File: src/rtl/attopu_ctrl_if.sv
// attopu_ctrl_if: instruction-memory and datapath control bundle for attopu_ctrl
// imem_*: fetch handshake (req/addr out, ack/data in); rf_*, in1_sel_imm, imm, alu_op:
// datapath controls out; c_flag/z_flag: registered ALU flags in.
interface attopu_ctrl_if;
  logic imem_req;
  logic [11:0] imem_addr;
  logic imem_ack;
  logic [15:0] imem_data;
  logic [2:0] rf_raddr1, rf_raddr2, rf_waddr;
  logic rf_we, in1_sel_imm;
  logic [15:0] imm;
  logic [6:0] alu_op;
  logic c_flag, z_flag;
  modport master (
    output imem_req, imem_addr, rf_raddr1, rf_raddr2, rf_waddr, rf_we, in1_sel_imm, imm, alu_op,
    input imem_ack, imem_data, c_flag, z_flag
  );
  modport slave (
    input imem_req, imem_addr, rf_raddr1, rf_raddr2, rf_waddr, rf_we, in1_sel_imm, imm, alu_op,
    output imem_ack, imem_data, c_flag, z_flag
  );
endinterface

File: src/rtl/attopu_ctrl.sv
// attopu_ctrl: multi-cycle fetch/execute controller for the attopu core
// clk/rst: clock and async active-high reset; run/step: free-run level and single-step pulse;
// bus: fetch port and datapath controls; halted/pc/retired: status outputs.
module attopu_ctrl (
  input  logic clk,
  input  logic rst,
  input  logic run,
  input  logic step,
  attopu_ctrl_if.master bus,
  output logic halted,
  output logic [11:0] pc,
  output logic [15:0] retired
);
  typedef enum logic [1:0] {IDLE, FETCH, EXEC, HALT} state_t;
  state_t state, nxt;
  logic [15:0] ir;
  logic [3:0] op;
  logic ex, fire, taken, wr;
  assign op = ir[15:12];
  assign ex = state == EXEC;
  assign fire = state == FETCH && bus.imem_ack;
  assign taken = op == 4'h3 || (op == 4'h4 && bus.z_flag) || (op == 4'h5 && bus.c_flag);
  assign wr = ex && op < 4'h3;
  always_ff @(posedge clk or posedge rst)
    if (rst) state <= IDLE;
    else state <= nxt;
  always_comb
    nxt = state == IDLE  ? ((run || step) ? FETCH : IDLE) :
          state == FETCH ? (bus.imem_ack ? EXEC : FETCH) :
          state == EXEC  ? (op == 4'hf ? HALT : run ? FETCH : IDLE) : HALT;
  // A taken jump is assigned last so it overrides the fetch-time increment.
  always_ff @(posedge clk or posedge rst)
    if (rst) begin
      pc <= 12'h000;
      ir <= 16'h0000;
      retired <= 16'h0000;
    end else begin
      if (fire) begin
        ir <= bus.imem_data;
        pc <= pc + 12'd1;
      end
      if (ex) begin
        retired <= retired + 16'd1;
        if (taken) pc <= ir[11:0];
      end
    end
  always_comb begin
    bus.imem_req = state == FETCH;
    bus.imem_addr = pc;
    halted = state == HALT;
    bus.rf_we = wr;
    bus.rf_waddr = wr ? ir[11:9] : 3'd0;
    bus.rf_raddr1 = ex && op == 4'h0 ? ir[8:6] : ex && op == 4'h1 ? ir[11:9] : 3'd0;
    bus.rf_raddr2 = ex && op == 4'h1 ? ir[8:6] : 3'd0;
    bus.alu_op = {6'd0, ex && op == 4'h1};
    bus.in1_sel_imm = ex && op == 4'h2;
    bus.imm = ex && op == 4'h2 ? {8'h00, ir[7:0]} : 16'h0000;
  end
endmodule

File: src/flat_wrapper.sv
// flat-port wrapper written by rule: the top's interface ports become plain ports
module attopu_ctrl_flat 
  (clk, rst, run, step, halted, pc, retired, bus_imem_req, bus_imem_addr, bus_rf_raddr1, bus_rf_raddr2, bus_rf_waddr, bus_rf_we, bus_in1_sel_imm, bus_imm, bus_alu_op, bus_imem_ack, bus_imem_data, bus_c_flag, bus_z_flag);
  attopu_ctrl_if bus_i ();
  input  logic clk;
  input  logic rst;
  input  logic run;
  input  logic step;
  output logic halted;
  output logic [11:0] pc;
  output logic [15:0] retired;
  output wire logic [$bits(bus_i.imem_req)-1:0] bus_imem_req;
  output wire logic [$bits(bus_i.imem_addr)-1:0] bus_imem_addr;
  output wire logic [$bits(bus_i.rf_raddr1)-1:0] bus_rf_raddr1;
  output wire logic [$bits(bus_i.rf_raddr2)-1:0] bus_rf_raddr2;
  output wire logic [$bits(bus_i.rf_waddr)-1:0] bus_rf_waddr;
  output wire logic [$bits(bus_i.rf_we)-1:0] bus_rf_we;
  output wire logic [$bits(bus_i.in1_sel_imm)-1:0] bus_in1_sel_imm;
  output wire logic [$bits(bus_i.imm)-1:0] bus_imm;
  output wire logic [$bits(bus_i.alu_op)-1:0] bus_alu_op;
  input wire logic [$bits(bus_i.imem_ack)-1:0] bus_imem_ack;
  input wire logic [$bits(bus_i.imem_data)-1:0] bus_imem_data;
  input wire logic [$bits(bus_i.c_flag)-1:0] bus_c_flag;
  input wire logic [$bits(bus_i.z_flag)-1:0] bus_z_flag;
  assign bus_imem_req = bus_i.imem_req;
  assign bus_imem_addr = bus_i.imem_addr;
  assign bus_rf_raddr1 = bus_i.rf_raddr1;
  assign bus_rf_raddr2 = bus_i.rf_raddr2;
  assign bus_rf_waddr = bus_i.rf_waddr;
  assign bus_rf_we = bus_i.rf_we;
  assign bus_in1_sel_imm = bus_i.in1_sel_imm;
  assign bus_imm = bus_i.imm;
  assign bus_alu_op = bus_i.alu_op;
  assign bus_i.imem_ack = bus_imem_ack;
  assign bus_i.imem_data = bus_imem_data;
  assign bus_i.c_flag = bus_c_flag;
  assign bus_i.z_flag = bus_z_flag;
  attopu_ctrl u_core (.clk(clk), .rst(rst), .run(run), .step(step), .bus(bus_i), .halted(halted), .pc(pc), .retired(retired));
endmodule
File: config.mk
export PLATFORM = sky130hd
export DESIGN_NAME = attopu_ctrl_flat
export DESIGN_NICKNAME = d
export VERILOG_FILES = /design/src/rtl/attopu_ctrl_if.sv /design/src/rtl/attopu_ctrl.sv /design/src/flat_wrapper.sv
export SDC_FILE = /design/constraint.sdc
export NUM_CORES = 1
export LEC_CHECK = 0
export BUFFER_PORTS_ARGS = -buffer_cell sky130_fd_sc_hd__buf_2
export CAP_MARGIN = 20
export CORE_AREA = 2 2 78 80
export DETAILED_ROUTE_END_ITERATION = 8
export DIE_AREA = 0 0 80 82
export PLACE_DENSITY = 0.72
export SLEW_MARGIN = 20
export SYNTH_ARGS = -nofsm -noshare
export SYNTH_HDL_FRONTEND = slang
export SYNTH_SLANG_ARGS = --single-unit
File: constraint.sdc
create_clock -name clk -period 2.9 [get_ports clk]
set_clock_uncertainty 0.2 [all_clocks]
set_input_delay 0.725 -clock clk [delete_from_list [all_inputs] [get_ports clk]]
set_output_delay 0.725 -clock clk [all_outputs]
set_load 0.02 [all_outputs]
## Word level (Yosys, flattened, before mapping)

Index checks and enable logic that the tools add are counted.

- Bits in registers: 46
- Input port bits: 23
- Word-level logic and storage cells: 43

- Add/sub/neg operators: 2
- Order comparisons: 1
- Equal/unequal tests: 9
- Muxes and demuxes: 15
- Reductions and logical operators: 12

Operators with widths:

| kind | number |
|---|---|
| 12-bit 2-to-1 mux | 3 |
| 16-bit by 1-bit adder with 16-bit output (second input constant) | 1 |
| 12-bit by 1-bit adder with 12-bit output (second input constant) | 1 |
| 3-bit 2-to-1 mux | 4 |
| 2-bit 2-to-1 mux | 5 |
| 4-bit by 2-bit equality test with 1-bit output (second input constant) | 2 |
| 4-bit by 3-bit equality test with 1-bit output (second input constant) | 2 |
| 8-bit 2-to-1 mux | 1 |
| 1-bit logical AND | 7 |
| 2-bit equality test (second input constant) | 2 |
| 4-bit by 1-bit equality test with 1-bit output (second input constant) | 1 |
| 4-bit equality test (second input constant) | 1 |
| 4-bit zero test | 1 |
| 4-bit by 2-bit < comparator with 1-bit output (second input constant) | 1 |
| 1-bit logical OR | 3 |
| 2-bit by 1-bit equality test with 1-bit output (second input constant) | 1 |
| 2-bit zero test | 1 |
| 1-bit 2-to-1 mux | 2 |

## Depth between registers and ports, before layout

Gate-level depths: netlist (run 1).

- Depth after elaboration: 6
- Mapped depth: 6
- Depth with buffers taken out: 5

## Least setup slack after synthesis (run 1)

OpenSTA, ideal clock, no wires.

- Path type: reg2out
- From: reg u_core.state[0]
- To: out bus_imm[0]
- Arrival: 1853 ps
- Data required time: 1975 ps
- Path slack: 122 ps
- Stages on the path, launching flop included: 6
- Path buffers: 1
- Cells stage by stage: dfrtp_1 -> clkbuf_1 -> nand2b_4 -> or3_1 -> nor3b_2 -> and2_1

- Word-level cells in the longest chain between the ends: 3

RTL lines:

| element | line | RTL |
|---|---|---|
| from (decl) | attopu_ctrl.sv:15 | `state_t state, nxt;` |
| from (signal assigned) | attopu_ctrl.sv:26 | `else state <= nxt;` |
| 2-bit equality test | attopu_ctrl.sv:20 | `assign ex = state == EXEC;` |
| 1-bit logical AND | - |  |
| named net bus_in1_sel_imm | flat_wrapper.sv:18 | `output wire logic [$bits(bus_i.in1_sel_imm)-1:0] bus_in1_sel_imm;` |
| 8-bit 2-to-1 mux | attopu_ctrl.sv:57 | `bus.imm = ex && op == 4'h2 ? {8'h00, ir[7:0]} : 16'h0000;` |
| to (decl) | flat_wrapper.sv:19 | `output wire logic [$bits(bus_i.imm)-1:0] bus_imm;` |

The timed path passes the listed nets, and every way through them passes these cells.

## Final worst setup path (run 1)

- From: reg u_core.state[0]
- To: out bus_imm[7]

- Word-level cells in the longest chain between the ends: 3

RTL lines:

| element | line |
|---|---|
| 2-bit equality test | attopu_ctrl.sv:20 |
| 1-bit logical AND | attopu_ctrl.sv:57 |
| 8-bit 2-to-1 mux | attopu_ctrl.sv:57 |

No other way between the ends.

==> results of run 1 <==
[report_power, final]
| part | total (W) | internal (W) | switching, W |
|---|---|---|---|
| Clock | 0.000476 | 0.000257 | 0.000218 |
| Sequential | 0.00119 | 0.000873 | 0.000315 |
| Combinational | 0.00126 | 0.000501 | 0.000762 |
| Total | 0.00293 | 0.00163 | 0.00130 |
[synthesized netlist by cell type (all sizes together), types with 3 or more instances]
cell type | count | area, um^2
a31oi | 4 | 25.0
nor2 | 10 | 37.5
xor2 | 5 | 43.8
clkbuf | 4 | 15.0
and3 | 8 | 50.1
nor3 | 14 | 70.1
inv | 3 | 11.3
buf | 32 | 223
or3 | 4 | 25.0
mux2 | 3 | 37.5
nand3 | 10 | 50.1
nand2 | 64 | 240
dfrtp | 46 | 1150
and2 | 14 | 87.6
nand4 | 5 | 31.3
xnor2 | 18 | 158
nand2b | 3 | 26.3
a21oi | 9 | 45.0
mux2i | 4 | 40.0
[cell families after synthesis]
group	count (synthesis)	share of synthesized area
XOR/XNOR	23	0.0800
AND/OR/NAND/NOR	144	0.283
adder cells (fa/ha/maj)	2	0.00994
AO/OA/AOI/OAI	17	0.0383
other	1	0.00149
buffers and inverters	39	0.0989
flip-flops	46	0.457
multiplexers	7	0.0308
[sequential cells by signal (all words and copies together), names as in the netlist]
signal and count:
u_core.retired 16, u_core.state 2, u_core.ir 16, u_core.bus.imem_addr 12
[worst register-to-register path, cell delays in order, from the launching register on]
cell and delay (ns):
dfrtp_1 0.38, buf_4 0.16, and2b_1 0.26, nand2b_1 0.22, or2_1 0.42, buf_4 0.22
mux2_4 0.29
[metal layers]
metal / track usage / up-vias
met1: 0.246 / 993
li1: - / 1042
met3: 0.0418 / 7
met4: 0.0525 / 2
met5: 0 / -
met2: 0.292 / 74
[area by class of cell]
class / count / area (um^2)
Clock inverter: 2 / 37.5
Timing Repair Buffer: 94 / 495
Multi-Input combinational cell: 207 / 1180
Sequential cell: 46 / 1150
Fill cell: 558 / 2710
Clock buffer: 6 / 72.6
Inverter: 3 / 11.3
Tap cell: 75 / 93.8
[metrics by stage]
| step | cell area [um^2] | setup slack, ns |
|---|---|---|
| floorplan | 2570 | 0.122 |
| global placement | 2900 | 0.305 |
| detailed placement | 2900 | 0.249 |
| CTS | 3030 | 0.0656 |
| global route | 3040 | 0.00179 |
| finish | 3040 | 0.118 |
[timing repair]
| item | 4_1_cts | 5_1_grt |
|---|---|---|
| setup endpoints to repair | 8 | 11 |
| buffers inserted | 2 | 0 |
| hold buffers | 0 | 0 |
| resized for setup | 1 | 1 |
| pin swaps | 1 | 0 |
[how the worst min path moves through the flow]
stage	from	to	slack, ns
after floorplan	u_core.ir[2]	u_core.ir[2]	0.26
after global placement	u_core.retired[15]	u_core.retired[15]	0.26
after detailed placement	u_core.retired[15]	u_core.retired[15]	0.26
after CTS	rst	u_core.retired[13]	0.25
after global routing	rst	u_core.bus.imem_addr[5]	0.28
final	rst	u_core.bus.imem_addr[4]	0.24
[cell usage in the layout, fill, tap and decap left out, drive strengths merged, types with 2 or more instances in the layout]
cell    instances
conb           14
a31oi           4
nor4            2
and3            8
clkbuf          6
dfrtp          46
nand4           5
xnor2          18
xor2            5
nand3b          2
nor2           10
buf            94
o21ai           2
and2           14
mux2            3
a21oi           9
or3             4
nand3          10
ha              2
mux2i           4
nand2b          3
or2             2
nor3           14
inv             3
nand2          64
==> impl_metrics.py, run 1 <==
metrics = {
    "run_status": {
        "outcome": "completed",
    },
    "yosys": {
        "synth-seq-cells": 46,
        "ys_warn_count": 0,
        "yosysUniqueCellTypes": 38,
        "async_flop_share": 1.00,
        "synthCells": 279,
        "synth_edf_count": 0,
        "yosysSeqAreaShare": 0.457,
        "avgSynthCellArea_um2": 9.02,
        "syn-cell-area_um2": 2520,
        "synth-main-ff-cell": "dfrtp_1",
    },
    "cts": {
        "clockBufferDepth": 2,
        "cts_made_buffers": 5,
        "tritoncts": "yes",
        "clock_latency_ns": 0.30,
        "clock-sinks": 46,
        "cts.clk_slew.worst_paths_ns": 0.08,
        "htree_levels": 2,
        "cts-root-buf": "clkbuf_8",
    },
    "setup_path": {
        "cp_max_fo": 5,
        "worstReg2RegStart": "u_core.state[0]",
        "end_kind": "output port",
        "worstPathArrival_ns": 1.86,
        "path_cells": "nand2b_4 -> or3_4 -> nor3b_4 -> buf_4 -> and2_1 -> buf_2",
        "r2r_cells": 6,
        "crit_path_start": "u_core.state[0]",
        "cp_data_required_time_ns": 1.98,
        "cp_top_family": "simple AND/OR/NAND/NOR gates",
        "r2r-end": "u_core.bus.imem_addr[7]",
        "path_buf_inv": 2,
        "worstSetupPathType": "reg2out",
        "r2r_setup_slack_ns": 0.64,
        "crit_slowest_cell": "dfrtp_1",
        "critical_path.startpoint_type": "flip-flop",
        "cp.depth": 6,
        "critPathCapture": "bus_imm[7]",
        "slowest_delay_ns": 0.38,
    },
    "worst_hold_path": {
        "hp-class": "in2async",
    },
    "cells_and_area": {
        "finalNetCount": 382,
        "syn_to_final_growth_pct": 20.7,
        "drive_gt1_frac": 0.304,
        "fin_cells": 433,
        "diodes": 0,
        "final_core_util": 0.529,
    },
    "floorplan": {
        "core_area_um2": 5750,
        "num_io_pins": 99,
        "rows": 28,
        "start_util": 0.438,
        "die_x_um": 80,
        "die-area_um2": 6560,
        "die_h_um": 82,
    },
    "global_routing": {
        "grt_pass1_wl_um": 9250,
        "grt_max_degree": 24,
        "grt.total_usage": 0.181,
        "grt_pass1_vias": 1903,
        "antenna_found_initial": 1,
        "overflow": 0,
    },
    "pwr": {
        "p_leak_nw": 1.61,
        "power.total_w": 0.00293,
        "p_per_area_nw_per_um2": 963,
        "ir_worst_vdd_mv": 0.436,
    },
    "sta": {
        "setup_viol": 0,
        "slew_headroom": 0.516,
        "worstMarginPinSlew_ns": 0.719,
        "min_period_over_period": 0.959,
        "slew_violations": 0,
        "hold_ws_ns": 0.239,
        "rsz0062_at_grt": "false",
        "fmax_mhz": 359,
        "tns_ns": 0,
        "hold_violations": 0,
        "final.min_clock_period_ns": 2.78,
    },
    "job": {
        "max_cap_viol_count": 0,
    },
    "routing": {
        "wl_met2_um": 2630,
        "dr.pass1.iters": 4,
        "top_layer": "met5",
        "met3_wirelength_um": 359,
        "drc_errors": 0,
        "antenna_left": 0,
        "wl_per_cell_um": 13.1,
        "drt_iter0_drc": 118,
        "wl_um": 5690,
        "vias": 2118,
        "drt-vias-per-instance": 4.89,
        "met1_length_um": 2630,
    },
    "placed_design": {
        "dp_cells": 423,
        "io_buffers": 84,
        "gp_congestion": 0.841,
        "dp_hpwl_um": 4350,
    },
}
Note: power is estimated with default switching activity, not from simulation.
==> run 2: changes to the inputs <==
--- a/config.mk
+++ b/config.mk
@@ -10,7 +10,7 @@
 export CORE_AREA = 2 2 78 80
 export DETAILED_ROUTE_END_ITERATION = 8
 export DIE_AREA = 0 0 80 82
-export PLACE_DENSITY = 0.72
+export PLACE_DENSITY = 0.83
 export SLEW_MARGIN = 20
 export SYNTH_ARGS = -nofsm -noshare
 export SYNTH_HDL_FRONTEND = slang
==> impl_metrics.py, run 2 (same netlist as run 1, synthesis figures left out) <==
metrics = {
    "setup_path": {
        "cp_top_family": "simple AND/OR/NAND/NOR gates",
        "cp_max_fo": 5,
        "path_cells": "nand2b_4 -> or3_4 -> nor3b_4 -> and2_1 -> buf_2",
        "r2r_setup_slack_ns": 0.72,
        "crit_slowest_cell": "dfrtp_1",
        "cp.depth": 5,
        "slowest_delay_ns": 0.38,
        "r2r-end": "u_core.bus.imem_addr[2]",
        "worstReg2RegStart": "u_core.ir[12]",
        "end_kind": "output port",
        "worstPathArrival_ns": 1.84,
        "critical_path.startpoint_type": "flip-flop",
        "worstSetupPathType": "reg2out",
        "path_buf_inv": 1,
        "critPathCapture": "bus_imm[7]",
        "crit_path_start": "u_core.state[0]",
        "r2r_cells": 4,
        "cp_data_required_time_ns": 1.98,
    },
    "sta": {
        "hold_violations": 0,
        "layout_setup_ws_ns": 0.131,
        "fmax_mhz": 361,
        "min_period_over_period": 0.955,
        "final.min_clock_period_ns": 2.77,
        "worstMarginPinSlew_ns": 0.725,
        "hold_ws_ns": 0.147,
        "slew_violations": 0,
        "setup_viol": 0,
        "rsz0062_at_grt": "false",
        "slew_headroom": 0.512,
        "tns_ns": 0,
    },
    "placed_design": {
        "dp_hpwl_um": 4290,
        "io_buffers": 84,
        "place_ws_ns": 0.299,
        "gp_congestion": 0.757,
        "dp_cells": 423,
    },
    "cts": {
        "clockBufferDepth": 2,
        "cts-root-buf": "clkbuf_8",
        "cts.clk_slew.worst_paths_ns": 0.08,
        "clock-sinks": 46,
        "clock_latency_ns": 0.29,
        "post_cts_buffers": 0,
        "htree_levels": 2,
        "tritoncts": "yes",
        "cts_made_buffers": 5,
        "cts.hold.buffers_added": 0,
    },
    "pwr": {
        "internal_power_w": 0.00163,
        "pwr-share-clk": 0.161,
        "p_per_area_nw_per_um2": 964,
        "seq_power_share": 0.406,
        "comb_power_share": 0.433,
        "p_switching_w": 0.00130,
        "ir_worst_vdd_mv": 0.353,
        "power.total_w": 0.00293,
        "p_leak_nw": 1.61,
        "power_switching_share": 0.443,
    },
    "global_routing": {
        "grtUsageMet2": 0.309,
        "grt.total_usage": 0.181,
        "grt_pass1_wl_um": 9200,
        "antenna_found_initial": 0,
        "grt.busiest_layer": "met2",
        "grt_pass1_vias": 1948,
        "grt_util_met3": 0.0396,
        "grt_max_degree": 23,
        "overflow": 0,
        "grtUsageMet1": 0.228,
    },
    "worst_hold_path": {
        "hp-class": "in2async",
    },
    "cells_and_area": {
        "final_common_cell": "buf_2",
        "register_area_um2": 1150,
        "finalNetCount": 381,
        "syn_to_final_growth_pct": 20.6,
        "diodes": 0,
        "multi_input_area_um2": 1190,
        "drive_gt1_frac": 0.303,
        "fillers": 532,
        "fin_cells": 432,
        "final_cell_mix": "buf_2 (84), nand2_1 (64), dfrtp_1 (46), xnor2_1 (18)",
    },
    "floorplan": {
        "die-area_um2": 6560,
        "start_util": 0.438,
        "core_area_um2": 5750,
        "die_h_um": 82,
        "die_x_um": 80,
        "rows": 28,
        "num_io_pins": 99,
    },
    "routing": {
        "drc_errors": 0,
        "wl_um": 5730,
        "vias": 2138,
        "dr.pass1.iters": 4,
        "drt_iter0_drc": 100,
        "antenna_left": 0,
        "wl_per_cell_um": 13.3,
        "drt-vias-per-instance": 4.95,
    },
    "run_status": {
        "outcome": "completed",
    },
    "job": {
        "max_cap_viol_count": 0,
    },
}
-- run 2: layer usage --
| layer | part of all wire | up-vias |
|---|---|---|
| met5 | 0 | - |
| met4 | 0.0098 | 0 |
| met3 | 0.067 | 7 |
| met2 | 0.48 | 90 |
| met1 | 0.44 | 999 |
| li1 | - | 1042 |
-- run 2: worst register-to-register path, cell delays in order (launching register included) --
cell,delay (ns)
dfrtp_1,0.71
mux2i_1,0.28
o22a_1,0.18
or2_1,0.31
mux2_2,0.38
-- run 2: how the worst min path moves through the flow --
stage,startpoint,endpoint,slack (ns),depth (start not counted)
floorplan,u_core.ir[2],u_core.ir[2],0.26,2
global placement,u_core.retired[15],u_core.retired[15],0.25,1
detailed placement,u_core.retired[15],u_core.retired[15],0.26,1
CTS,rst,u_core.bus.imem_addr[11],0.15,2
global route,rst,u_core.bus.imem_addr[11],0.15,2
finish,rst,u_core.bus.imem_addr[6],0.15,2
-- run 2: final cells by class --
class	count	share of cell area
clock buffer	6	0.0239
clock inverter	2	0.0124
inverter	3	0.00371
multi-input combinational	208	0.392
sequential	46	0.379
tap	75	0.0309
timing repair buffer	92	0.158
-- run 2: power groups by stage --
stage               sequential [W]  clock, W  combinational, W
floorplan                  0.00124         0          0.000891
global placement           0.00117         0           0.00123
detailed placement         0.00119         0           0.00126
CTS                        0.00118  0.000485           0.00127
global route               0.00124  0.000507           0.00141
finish                     0.00119  0.000471           0.00127
-- run 2: through the flow --
step,util,cell area [um^2]
floorplan,-,2570
global placement,0.505,2900
detailed placement,0.505,2900
CTS,0.525,3020
global route,0.529,3040
finish,0.529,3040
-- run 2: what timing repair did --
action                     4_1_cts  5_1_grt
cloned                           0        1
gates resized for setup          1        1
setup endpoints to repair        8        8
pin swaps                        0        1
